`src/rtl/fcb_pkg.sv`:
```
// fcb_pkg: shared types for the FCB VLP request arbiter.
//   fcb_state_e   - arbiter FSM state encoding
//   REQ_PIN/REG/CLP - requester bit positions in the req_vlp_i / req_wu_i vectors
//   rr_next()     - advance a requester index by one, modulo 3
package fcb_pkg;

  typedef enum logic [2:0] {
    ST_IDLE      = 3'd0,
    ST_START     = 3'd1,
    ST_WAIT_BUSY = 3'd2,
    ST_WAIT_DONE = 3'd3,
    ST_GRANT     = 3'd4,
    ST_TMO       = 3'd5
  } fcb_state_e;

  localparam logic [1:0] REQ_PIN = 2'd0;
  localparam logic [1:0] REQ_REG = 2'd1;
  localparam logic [1:0] REQ_CLP = 2'd2;

  // Index 3 is never a legal requester; it folds onto 0 like index 2 does.
  function automatic logic [1:0] rr_next(input logic [1:0] idx);
    return (idx >= REQ_CLP) ? REQ_PIN : idx + 2'd1;
  endfunction

endpackage

```
`src/rtl/fcb_vlp_req_arb_rr_arb3.sv`:
```
// rr_arb3: combinational 3-way round-robin picker.
//   req_i     [2:0] request vector
//   ptr_i     [1:0] highest-priority index; the search goes upward mod 3
//   win_oh_o  [2:0] one-hot winner, all zero when no request
//   win_idx_o [1:0] winner index, equal to the first candidate when no request
module rr_arb3
  import fcb_pkg::*;
(
  input  logic [2:0] req_i,
  input  logic [1:0] ptr_i,
  output logic [2:0] win_oh_o,
  output logic [1:0] win_idx_o
);

  logic [1:0] cand0;
  logic [1:0] cand1;
  logic [1:0] cand2;

  always_comb begin
    cand0     = (ptr_i >= REQ_CLP) ? REQ_CLP : ptr_i;
    cand1     = rr_next(cand0);
    cand2     = rr_next(cand1);
    win_oh_o  = 3'b000;
    win_idx_o = cand0;
    if (req_i[cand0]) begin
      win_oh_o[cand0] = 1'b1;
      win_idx_o       = cand0;
    end else if (req_i[cand1]) begin
      win_oh_o[cand1] = 1'b1;
      win_idx_o       = cand1;
    end else if (req_i[cand2]) begin
      win_oh_o[cand2] = 1'b1;
      win_idx_o       = cand2;
    end
  end

endmodule

```
`src/rtl/fcb_vlp_req_arb.sv`:
```
// fcb_vlp_req_arb: arbitrates VLP-entry / wakeup requests from three
// requesters (pin MIC, register file, CLP) onto one PMU handshake.
//   fcb_sys_clk, fcb_sys_rst_n   clock, async active-low reset
//   req_vlp_i / req_wu_i [2:0]   request levels, eligible by vlp_state_o
//   fpmu_busy_i                  PMU busy; rise then fall completes an op
//   tmo_limit_i [TMO_W-1:0]      handshake timeout in cycles, 0 = off
//   clr_timeout_i                clears the sticky timeout flag
//   pmu_vlp_start_o / pmu_wu_start_o  one-cycle PMU start pulses
//   grant_o [2:0]                one-hot completion pulse to the winner
//   vlp_state_o                  1 while the chip is in VLP
//   timeout_o                    sticky handshake-timeout flag
//   dbg_state_o / dbg_cnt_o      FSM state and timeout counter for observation
//
// Handshake: requests are levels, sampled only in IDLE. Once a winner is
// latched the operation runs to completion regardless of the request level;
// the requester is acknowledged by a single-cycle grant_o pulse (or, on
// timeout, by nothing, with timeout_o set). The PMU side is start pulse ->
// busy rises -> busy falls.
module fcb_vlp_req_arb
  import fcb_pkg::*;
#(
  parameter int unsigned TMO_W = 8
) (
  input  logic             fcb_sys_clk,
  input  logic             fcb_sys_rst_n,
  input  logic [2:0]       req_vlp_i,
  input  logic [2:0]       req_wu_i,
  input  logic             fpmu_busy_i,
  input  logic [TMO_W-1:0] tmo_limit_i,
  input  logic             clr_timeout_i,
  output logic             pmu_vlp_start_o,
  output logic             pmu_wu_start_o,
  output logic [2:0]       grant_o,
  output logic             vlp_state_o,
  output logic             timeout_o,
  output fcb_state_e       dbg_state_o,
  output logic [TMO_W-1:0] dbg_cnt_o
);

  fcb_state_e       state_q, state_d;
  logic [1:0]       ptr_q, ptr_d;
  logic [TMO_W-1:0] cnt_q, cnt_d;
  logic [2:0]       win_oh_q, win_oh_d;
  logic [1:0]       win_idx_q, win_idx_d;
  logic             op_wu_q, op_wu_d;
  logic             vlp_q, vlp_d;
  logic             timeout_q, timeout_d;

  logic [2:0]       eligible;
  logic [2:0]       arb_oh;
  logic [1:0]       arb_idx;
  logic             tmo_hit;
  logic [TMO_W-1:0] cnt_inc;

  // Only the direction that makes sense for the current power state competes.
  assign eligible = vlp_q ? req_wu_i : req_vlp_i;

  rr_arb3 u_rr_arb3 (
    .req_i     (eligible),
    .ptr_i     (ptr_q),
    .win_oh_o  (arb_oh),
    .win_idx_o (arb_idx)
  );

  assign tmo_hit = (tmo_limit_i != '0) && (cnt_q == tmo_limit_i);
  assign cnt_inc = (&cnt_q) ? cnt_q : cnt_q + TMO_W'(1);

  always_comb begin
    state_d   = state_q;
    ptr_d     = ptr_q;
    cnt_d     = cnt_q;
    win_oh_d  = win_oh_q;
    win_idx_d = win_idx_q;
    op_wu_d   = op_wu_q;
    vlp_d     = vlp_q;
    timeout_d = timeout_q;

    // A timeout entry below overrides this clear in the same cycle.
    if (clr_timeout_i) timeout_d = 1'b0;

    case (state_q)
      ST_IDLE: begin
        if (|eligible) begin
          win_oh_d  = arb_oh;
          win_idx_d = arb_idx;
          op_wu_d   = vlp_q;
          state_d   = ST_START;
        end
      end
      ST_START: begin
        cnt_d   = '0;
        state_d = ST_WAIT_BUSY;
      end
      ST_WAIT_BUSY: begin
        cnt_d = cnt_inc;
        if (tmo_hit) begin
          timeout_d = 1'b1;
          state_d   = ST_TMO;
        end else if (fpmu_busy_i) begin
          state_d = ST_WAIT_DONE;
        end
      end
      ST_WAIT_DONE: begin
        cnt_d = cnt_inc;
        if (tmo_hit) begin
          timeout_d = 1'b1;
          state_d   = ST_TMO;
        end else if (!fpmu_busy_i) begin
          state_d = ST_GRANT;
        end
      end
      ST_GRANT: begin
        vlp_d   = ~vlp_q;
        ptr_d   = rr_next(win_idx_q);
        state_d = ST_IDLE;
      end
      ST_TMO: begin
        ptr_d   = rr_next(win_idx_q);
        state_d = ST_IDLE;
      end
      default: state_d = ST_IDLE;
    endcase
  end

  always_ff @(posedge fcb_sys_clk or negedge fcb_sys_rst_n) begin
    if (!fcb_sys_rst_n) begin
      state_q   <= ST_IDLE;
      ptr_q     <= REQ_PIN;
      cnt_q     <= '0;
      win_oh_q  <= 3'b000;
      win_idx_q <= REQ_PIN;
      op_wu_q   <= 1'b0;
      vlp_q     <= 1'b0;
      timeout_q <= 1'b0;
    end else begin
      state_q   <= state_d;
      ptr_q     <= ptr_d;
      cnt_q     <= cnt_d;
      win_oh_q  <= win_oh_d;
      win_idx_q <= win_idx_d;
      op_wu_q   <= op_wu_d;
      vlp_q     <= vlp_d;
      timeout_q <= timeout_d;
    end
  end

  // All outputs decode flops only, so they cannot glitch on input changes.
  assign pmu_vlp_start_o = (state_q == ST_START) && !op_wu_q;
  assign pmu_wu_start_o  = (state_q == ST_START) &&  op_wu_q;
  assign grant_o         = (state_q == ST_GRANT) ? win_oh_q : 3'b000;
  assign vlp_state_o     = vlp_q;
  assign timeout_o       = timeout_q;
  assign dbg_state_o     = state_q;
  assign dbg_cnt_o       = cnt_q;

endmodule

```
`config.mk`:
```
export PLATFORM = sky130hd
export DESIGN_NAME = fcb_vlp_req_arb
export DESIGN_NICKNAME = d
export VERILOG_FILES = /design/src/rtl/fcb_pkg.sv /design/src/rtl/fcb_vlp_req_arb_rr_arb3.sv /design/src/rtl/fcb_vlp_req_arb.sv
export SDC_FILE = /design/constraint.sdc
export NUM_CORES = 1
export LEC_CHECK = 0
export CORE_MARGIN = 1.5
export CORE_UTILIZATION = 40
export CTS_BUF_LIST = sky130_fd_sc_hd__clkbuf_8
export CTS_CLUSTER_DIAMETER = 200
export DETAILED_ROUTE_END_ITERATION = 7
export PLACE_DENSITY = 0.7
export SLEW_MARGIN = 20
export SYNTH_ARGS = -nofsm -noshare
export SYNTH_HDL_FRONTEND = slang
export SYNTH_SLANG_ARGS = --single-unit
```
`constraint.sdc`:
```
create_clock -name fcb_sys_clk -period 1.6 [get_ports fcb_sys_clk]
set_input_delay 0.48 -clock fcb_sys_clk [delete_from_list [all_inputs] [get_ports fcb_sys_clk]]
set_output_delay 0.48 -clock fcb_sys_clk [all_outputs]
set_load 0.01 [all_outputs]
```
**After elaboration in Yosys (flattened, before gate mapping)**

Index checks and enable logic that the tools add are counted.

- Register bits: 21

- Add/sub/neg operators: 4
- Magnitude comparators: 10
- Equality and inequality tests: 10
- Mux-type cells: 35
- Bitwise logic cells: 1
- Reductions and logical operators: 17

Operator list:

| kind | count |
|---|---|
| $mux W3 | 10 |
| $pmux W8 S2 | 1 |
| $mux W2 | 7 |
| $pmux W3 S4 | 1 |
| $lt A2 B3 Y1 const B | 3 |
| $mux W1 | 9 |
| $add A8 B1 Y8 const B | 1 |
| $eq A8 B8 Y1 | 1 |
| $ge A2 B2 Y1 const B | 4 |
| $mux W8 | 1 |
| $reduce_and A8 Y1 | 1 |
| $reduce_bool A8 Y1 | 1 |
| $add A2 B1 Y2 const B | 3 |
| $bmux W1 S2 | 3 |
| $demux W1 S2 | 3 |
| $eq A3 B2 Y1 const B | 2 |
| $eq A3 B3 Y1 const B | 2 |
| $ge A2 B1 Y1 const B | 3 |
| $logic_and A1 B1 Y1 | 6 |
| $ne A3 B3 Y1 const B | 2 |
| $ne A2 B2 Y1 const B | 2 |
| $reduce_and A2 Y1 | 2 |
| $reduce_or A2 Y1 | 2 |
| $eq A3 B1 Y1 const B | 1 |
| other kinds (6) | 6 |

**Depth between registers and ports, before layout**

Gate-level depths: netlist (run 1).

- Depth after elaboration: 13
- Gate-level depth with buffers: 5

**Cells and area by module**

Synthesis (run 1) repeated with hierarchy kept, for this count alone.

- Cell total of the unflattened synthesis: 126
- Area, all modules: 1234.9 sq um

Modules (own cells, without submodules):

| module | instances | cells an instance | area an instance (sq um) | sequential area each (sq um) |
|---|---|---|---|---|
| fcb_vlp_req_arb | 1 | 110 | 1137.3 | 525.5 |
| rr_arb3 | 1 | 16 | 97.6 | 0.0 |

**Worst setup path before layout (run 1)**

OpenSTA, ideal clock, no wires.

- Kind: register -> output
- Start point: register state_q[1] (netlist: dbg_state_o[1])
- End point: output port grant_o[0]
- Data arrival time: 1.106 ns
- Required time: 1.120 ns
- Path slack: 0.014 ns
- Stages on the path, launching flop included: 4
- Cells stage by stage: dfrtp_1 -> or2b_1 -> nor2_1 -> and2_1

- Longest elaborated chain between the ends: 2

RTL lines:

| element | RTL line | text |
|---|---|---|
| start, declared | fcb_vlp_req_arb.sv:40 | `fcb_state_e state_q, state_d;` |
| start signal, assigned | fcb_vlp_req_arb.sv:136 | `state_q <= state_d;` |
| $eq A3 B3 Y1 | fcb_vlp_req_arb.sv:150 | `assign grant_o = (state_q == ST_GRANT) ? win_oh_q : 3'b000;` |
| $mux W3 | fcb_vlp_req_arb.sv:150 |  |
| end, declared | fcb_vlp_req_arb.sv:33 | `output logic [2:0] grant_o,` |

No other way between the ends.

**Worst setup path after layout (run 1)**

Same ends and word-level chain as after synthesis.

==> flow_summary.ini, run 1 <==
[cts]
clkLatencyLatePin_ns = 0.26
clkSinkCount = 21
clk_pin_slew_ns = 0.07
htree_num_levels = 1
cts-buffers-inserted = 3
root_buffer = clkbuf_8
clockBufferDepth = 2
cts_tree = built

[detailed_routing]
wl_met3_um = 209
drt_iter0_drc = 47
postRouteAntennaNets = 0
vias_per_cell = 5.55
drc = 0
met1_length_um = 1420
dr.pass1.iters = 7
wl_per_cell_um = 15.5
wl_met2_um = 1800
routed_wl_um = 3480
route.vias.total = 1248
highest_layer = met4

[synthesis]
syn_inst = 123
synth_fp_nets = 142
synth_edf_count = 0
seq_area_frac_synth_pct = 43.5
synth_cell_type_count = 41
synth-main-ff-cell = dfrtp_1
async_reset_ff_share_pct = 100
ys_warn_count = 0
syn_area_um2 = 1210
synth_area_per_cell_um2 = 9.83
ys_ff_latch = 21

[power]
power.leakage_nw = 0.940
vdd_drop_max_mv = 0.620
total_power_w = 0.00295
p_per_area_nw_per_um2 = 1460

[status]
status = finished with violations
violations = setup timing

[timing]
hold_violations = 0
setup_viol = 6
clock.fmax_ghz = 0.561
worst_slack_ns = -0.182
tightestPinTransition_ns = 0.373
max_slew_margin_pct = 75.0
slew_violations = 0
rsz0062_at_grt = true
fin_hold_ws_ns = 0.470
fin_skew_ns = 0.00187
finalWorstPathRequiredPeriod_ns = 1.78
post-route-period-util_pct = 111

[finish]
drive_above_1_share_pct = 34.5
finalNetCount = 214
fin_util_pct = 72.1
syn_to_final_growth_pct = 67.3
antenna_cells = 0

[setup_path]
cp.arrival_ns = 1.30
cp_slowest_cell = dfrtp_1
critPathBufInv = 1
start_kind = flop
cpPeakStageDelay_ns = 0.38
crit_type = flop to primary output
crit_path_cell_trace = or2b_1 -> nor2_4 -> and2_1 -> buf_2
worstSetupEndpointType = primary output
cp_data_required_time_ns = 1.12
critPathTopFamily = simple AND/OR/NAND/NOR gates
crit_fanout = 4

[grt]
grt_overflow = 0
grt_pass1_wl_um = 5800
grt_max_degree = 22
first_global_vias = 1287
antenna_found_initial = 0
track_usage_pct = 22.6

[placement]
gp_congestion = 0.793
pre_cts_ws_ns = -0.434
numPortBuffers = 35
hpwl_um = 2520

[job]
drv_cap = 0

[die]
std_cell_rows = 19
die_h_um = 58.0
dieArea_um2 = 3360
start_util_pct = 43.1
coreArea_um2 = 2810
die-width_um = 58.0
num_io_pins = 36

[min_path]
worstHoldPathType = flop to flop
-- state kept, by name, summed over array words and instances (netlist names) --
| name | count |
|---|---|
| dbg_cnt_o | 8 |
| dbg_state_o | 3 |
| win_oh_q | 3 |
| ptr_q | 2 |
| win_idx_q | 2 |
| op_wu_q | 1 |
| timeout_o | 1 |
| vlp_state_o | 1 |
-- through the flow --
| step | TNS (ns) | cell area [µm²] | cells |
|---|---|---|---|
| CTS | -0.943 | 1920 | 223 |
| finish | -0.816 | 2020 | 225 |
| global route | -1.40 | 2020 | 225 |
| floorplan | 0 | 1210 | 123 |
| detailed placement | -5.11 | 1790 | 214 |
| global placement | -4.54 | 1790 | 214 |
-- layout by cell type, fill, tap and decap left out, types with 5 or more instances in the layout --
cell type / instances
xnor2_2: 6
dlygate4sd2_1: 18
dfrtp_1: 18
buf_4: 30
inv_1: 5
nand2_1: 8
nand3_1: 6
nor2_1: 7
o21ai_0: 5
clkdlybuf4s50_1: 7
and2_1: 5
-- synthesized netlist by cell type (2+ instances only) --
| cell | count | share of area, % |
|---|---|---|
| a211oi_1 | 2 | 1.2 |
| a21o_1 | 3 | 1.9 |
| a21oi_1 | 4 | 1.7 |
| and2_1 | 5 | 2.6 |
| dfrtp_1 | 21 | 43 |
| inv_1 | 4 | 1.2 |
| mux2i_1 | 4 | 3.3 |
| nand2_1 | 8 | 2.5 |
| nand2b_1 | 3 | 1.6 |
| nand3_1 | 6 | 2.5 |
| nand4_1 | 3 | 1.6 |
| nor2_1 | 10 | 3.1 |
| nor3_1 | 2 | 0.83 |
| o211ai_1 | 2 | 1.2 |
| o21a_1 | 2 | 1.2 |
| o21ai_0 | 5 | 2.1 |
| o21ai_1 | 2 | 0.83 |
| o31ai_1 | 4 | 2.5 |
| or4_1 | 2 | 1.2 |
| xnor2_1 | 9 | 6.5 |
| xor2_1 | 2 | 1.4 |
-- logic make-up after synthesis --
| family | synth area share, % |
|---|---|
| simple gates | 21.4 |
| fa+ha+maj | 1.04 |
| xor+xnor | 7.97 |
| compound gates | 19.6 |
| flops | 43.5 |
| buf+inv | 1.97 |
| mux | 4.55 |
-- worst register-to-register path, stage by stage (launching register included) --
cell     delay [ns]
dfrtp_1        0.38
buf_4          0.17
or3_4          0.39
a21oi_4        0.16
o41ai_4        0.12
mux2_4         0.31
-- metal layers --
metal	global-route usage, %	vias up
li1	-	590
met1	28.6	599
met2	38.6	53
met3	3.79	6
met4	8.64	0
met5	0	-
-- report_power, final --
group          total (W)  leakage (nW)  switching [W]  internal (W)
registers       0.000843         0.267       0.000117      0.000726
clock network   0.000336        0.0269       0.000165      0.000171
logic            0.00177         0.646       0.000867      0.000903
-- area by class of cell --
class / instances / area (µm²)
fillers: 218 / 783
repair buffers: 69 / 587
flip-flops and latches: 21 / 529
well taps: 31 / 38.8
clock inverters: 1 / 3.75
clock buffers: 3 / 41.3
inverters: 4 / 15.0
multi-input cells: 96 / 807
-- final timing paths --
check                                from           end  slack (ns)  depth (start not counted)
setup / recovery           dbg_state_o[1]    grant_o[0]       -0.18                          4
hold / removal               win_idx_q[1]      ptr_q[0]        0.47                          1
setup reg to reg           dbg_state_o[1]       op_wu_q       -0.04                          5
hold reg to reg              win_idx_q[1]      ptr_q[0]        0.47                          1
max in group asynchronous   fcb_sys_rst_n  dbg_cnt_o[7]        0.79                          2
min in group asynchronous   fcb_sys_rst_n      ptr_q[1]        0.57                          2
-- timing repair --
action                     in CTS  in global routing
gates resized for setup        58                 18
hold buffers                    0                  0
pin swaps                      14                 10
buffers inserted                5                  2
gates cloned                    0                  0
setup endpoints to repair      27                 17
(Power assumes the default switching activity.)
==> inputs of run 2 (changes only) <==
--- a/config.mk
+++ b/config.mk
@@ -6,11 +6,12 @@
 export NUM_CORES = 1
 export LEC_CHECK = 0
 export CORE_MARGIN = 1.5
-export CORE_UTILIZATION = 40
+export CORE_UTILIZATION = 48
 export CTS_BUF_LIST = sky130_fd_sc_hd__clkbuf_8
 export CTS_CLUSTER_DIAMETER = 200
 export DETAILED_ROUTE_END_ITERATION = 7
-export PLACE_DENSITY = 0.7
+export PLACE_DENSITY = 0.81
+export REMOVE_ABC_BUFFERS = 1
 export SLEW_MARGIN = 20
 export SYNTH_ARGS = -nofsm -noshare
 export SYNTH_HDL_FRONTEND = slang
==> run 2 against run 1 <==
Compared with the run above:
- the run still ends with setup timing left
- critical path depth is the same
- sequential power grew 4.2%
- register-to-register slack lost 0.09 ns
- clock skew grew 0.0011 ns
- global-route usage grew 8.1 points
- worst hold slack gained 0.0024 ns
- routed wire length grew 22%
- maximum frequency shrank 0.44%
- count of clock-buffer cells in the layout is the same
- utilization grew 12 points
- combinational power is essentially flat
- first-iteration DRC count grew 13%
- largest cell class unchanged
==> flow_summary.ini, run 2 (same netlist as run 1, synthesis figures left out) <==
[finish]
finalNetCount = 216
drive_above_1_share_pct = 38.3
fill_cells = 133
final_cell_mix = buf_4 (30), dlygate4sd2_1 (21), dfrtp_1 (19)
final_common_cell = buf_4
antenna_cells = 0
syn_to_final_growth_pct = 70.0
largest_reg_flops = 8
fin_area_um2 = 2050

[setup_path]
cp.arrival_ns = 1.31
cp_data_required_time_ns = 1.12
crit_type = flop to primary output
worstSetupEndpointType = primary output
cp_slowest_cell = dfrtp_1
critPathBufInv = 1
start_kind = flop
critPathTopFamily = simple AND/OR/NAND/NOR gates
cpPeakStageDelay_ns = 0.38
crit_path_cell_trace = or2b_1 -> nor2_4 -> and2_1 -> buf_2
crit_fanout = 4

[cts]
ctsHoldBuffers = 0
clkLatencyLatePin_ns = 0.26
htree_num_levels = 1
cts-buffers-inserted = 3
cts_tree = built
clk_pin_slew_ns = 0.08
root_buffer = clkbuf_8
clkSinkCount = 21
clockBufferDepth = 2

[status]
violations = setup timing
status = finished with violations

[placement]
gp_congestion = 0.899
hpwl_um = 2490
numPortBuffers = 35
place_area_um2 = 1790

[power]
seqPwrFrac_pct = 29.2
vdd_drop_max_mv = 1.28
p_switching_w = 0.00121
p_sw_share_pct = 40.3
p_clk_share_pct = 11.4
p_per_area_nw_per_um2 = 1460
p_comb_share_pct = 59.4
p_int_w = 0.00179
power.leakage_nw = 0.951
total_power_w = 0.00301

[die]
std_cell_rows = 18
start_util_pct = 49.7
dieArea_um2 = 2830
coreArea_um2 = 2430
num_io_pins = 36
die_h_um = 53.2
die-width_um = 53.2

[timing]
post-route-period-util_pct = 112
fin_hold_ws_ns = 0.473
hold_violations = 0
max_slew_margin_pct = 76.4
tightestPinTransition_ns = 0.353
fin_skew_ns = 0.00294
slew_violations = 0
setup_tns_ns = -0.966
rsz0062_at_grt = true
setup_viol = 7
worst_slack_ns = -0.190
finalWorstPathRequiredPeriod_ns = 1.79
clock.fmax_ghz = 0.559

[detailed_routing]
drt_iter0_drc = 53
dr.pass1.iters = 4
drc = 0
routed_wl_um = 4260
vias_per_cell = 5.94
route.vias.total = 1343
wl_per_cell_um = 18.8
postRouteAntennaNets = 0

[grt]
first_global_vias = 1271
track_usage_pct = 30.7
antenna_found_initial = 0
grt_pass1_wl_um = 6020
grt_max_degree = 22
grt_overflow = 0

[min_path]
worstHoldPathType = flop to flop

[job]
drv_cap = 0
## run 2: changes by cell type in the layout (fill, tap and decap cells not counted), sizes merged
cell | before | now
dlygate4sd2 | 18 | 21
buf | 38 | 40
clkdlybuf4s15 | 3 | 2
clkdlybuf4s50 | 7 | 6
dlymetal6s2s | 3 | 2
## run 2: repair_timing
item,4_1_cts,5_1_grt
pin swaps,13,9
gates resized for setup,73,13
endpoints found under the setup margin,26,18
setup buffers,6,3
## run 2: through the flow
step           worst slack (ns)  cells  utilization [%]
6_report                 -0.190    226             84.5
5_1_grt                  -0.237    226             84.5
4_1_cts                  -0.205    223             81.4
3_5_place_dp             -0.428    213             73.6
3_3_place_gp             -0.390    213             73.6
2_1_floorplan            0.0137    121                -
## run 2: metal layers
layer / global-route usage [%] / vias to the layer above / share of wire, %
met1: 31.7 / 656 / 36
met3: 3.95 / 21 / 5.2
met5: 0 / - / 0
met2: 61.3 / 72 / 55
li1: - / 594 / -
met4: 11.5 / 0 / 4.2
## run 2: layout make-up
| cell class | instances | area (µm²) | area share [%] |
|---|---|---|---|
| multi-input cells | 96 | 813 | 39.6 |
| repair buffers | 71 | 616 | 30.0 |
| flip-flops and latches | 21 | 528 | 25.7 |
| clock buffers | 3 | 41.3 | 2.01 |
| well taps | 30 | 37.5 | 1.83 |
| inverters | 4 | 15.0 | 0.731 |
| clock inverters | 1 | 3.75 | 0.183 |
## run 2: power by group through the flow
stage	clock, W	combinational, W	sequential (W)
3_5_place_dp	0	0.00151	0.000890
6_report	0.000344	0.00178	0.000878
4_1_cts	0.000342	0.00167	0.000861
2_1_floorplan	0	0.000663	0.000986
3_3_place_gp	0	0.00148	0.000874
5_1_grt	0.000362	0.00191	0.000893
## run 2: worst paths after layout
kind                                 to  slack (ns)  cells past startpoint           start
setup / recovery             grant_o[0]       -0.19                      4  dbg_state_o[2]
hold / removal                 ptr_q[0]        0.47                      1    win_idx_q[1]
setup reg to reg           dbg_cnt_o[7]       -0.13                      6  dbg_state_o[2]
hold reg to reg                ptr_q[0]        0.47                      1    win_idx_q[1]
max in group asynchronous   vlp_state_o        0.80                      2   fcb_sys_rst_n
min in group asynchronous      ptr_q[1]        0.56                      2   fcb_sys_rst_n
## run 2: worst reg2reg max path, stage by stage (launching register included)
cell	delay (ns)
dfrtp_1	0.40
buf_6	0.14
buf_6	0.12
nand4b_1	0.26
nor4b_2	0.37
xnor2_1	0.14
nor2_1	0.21
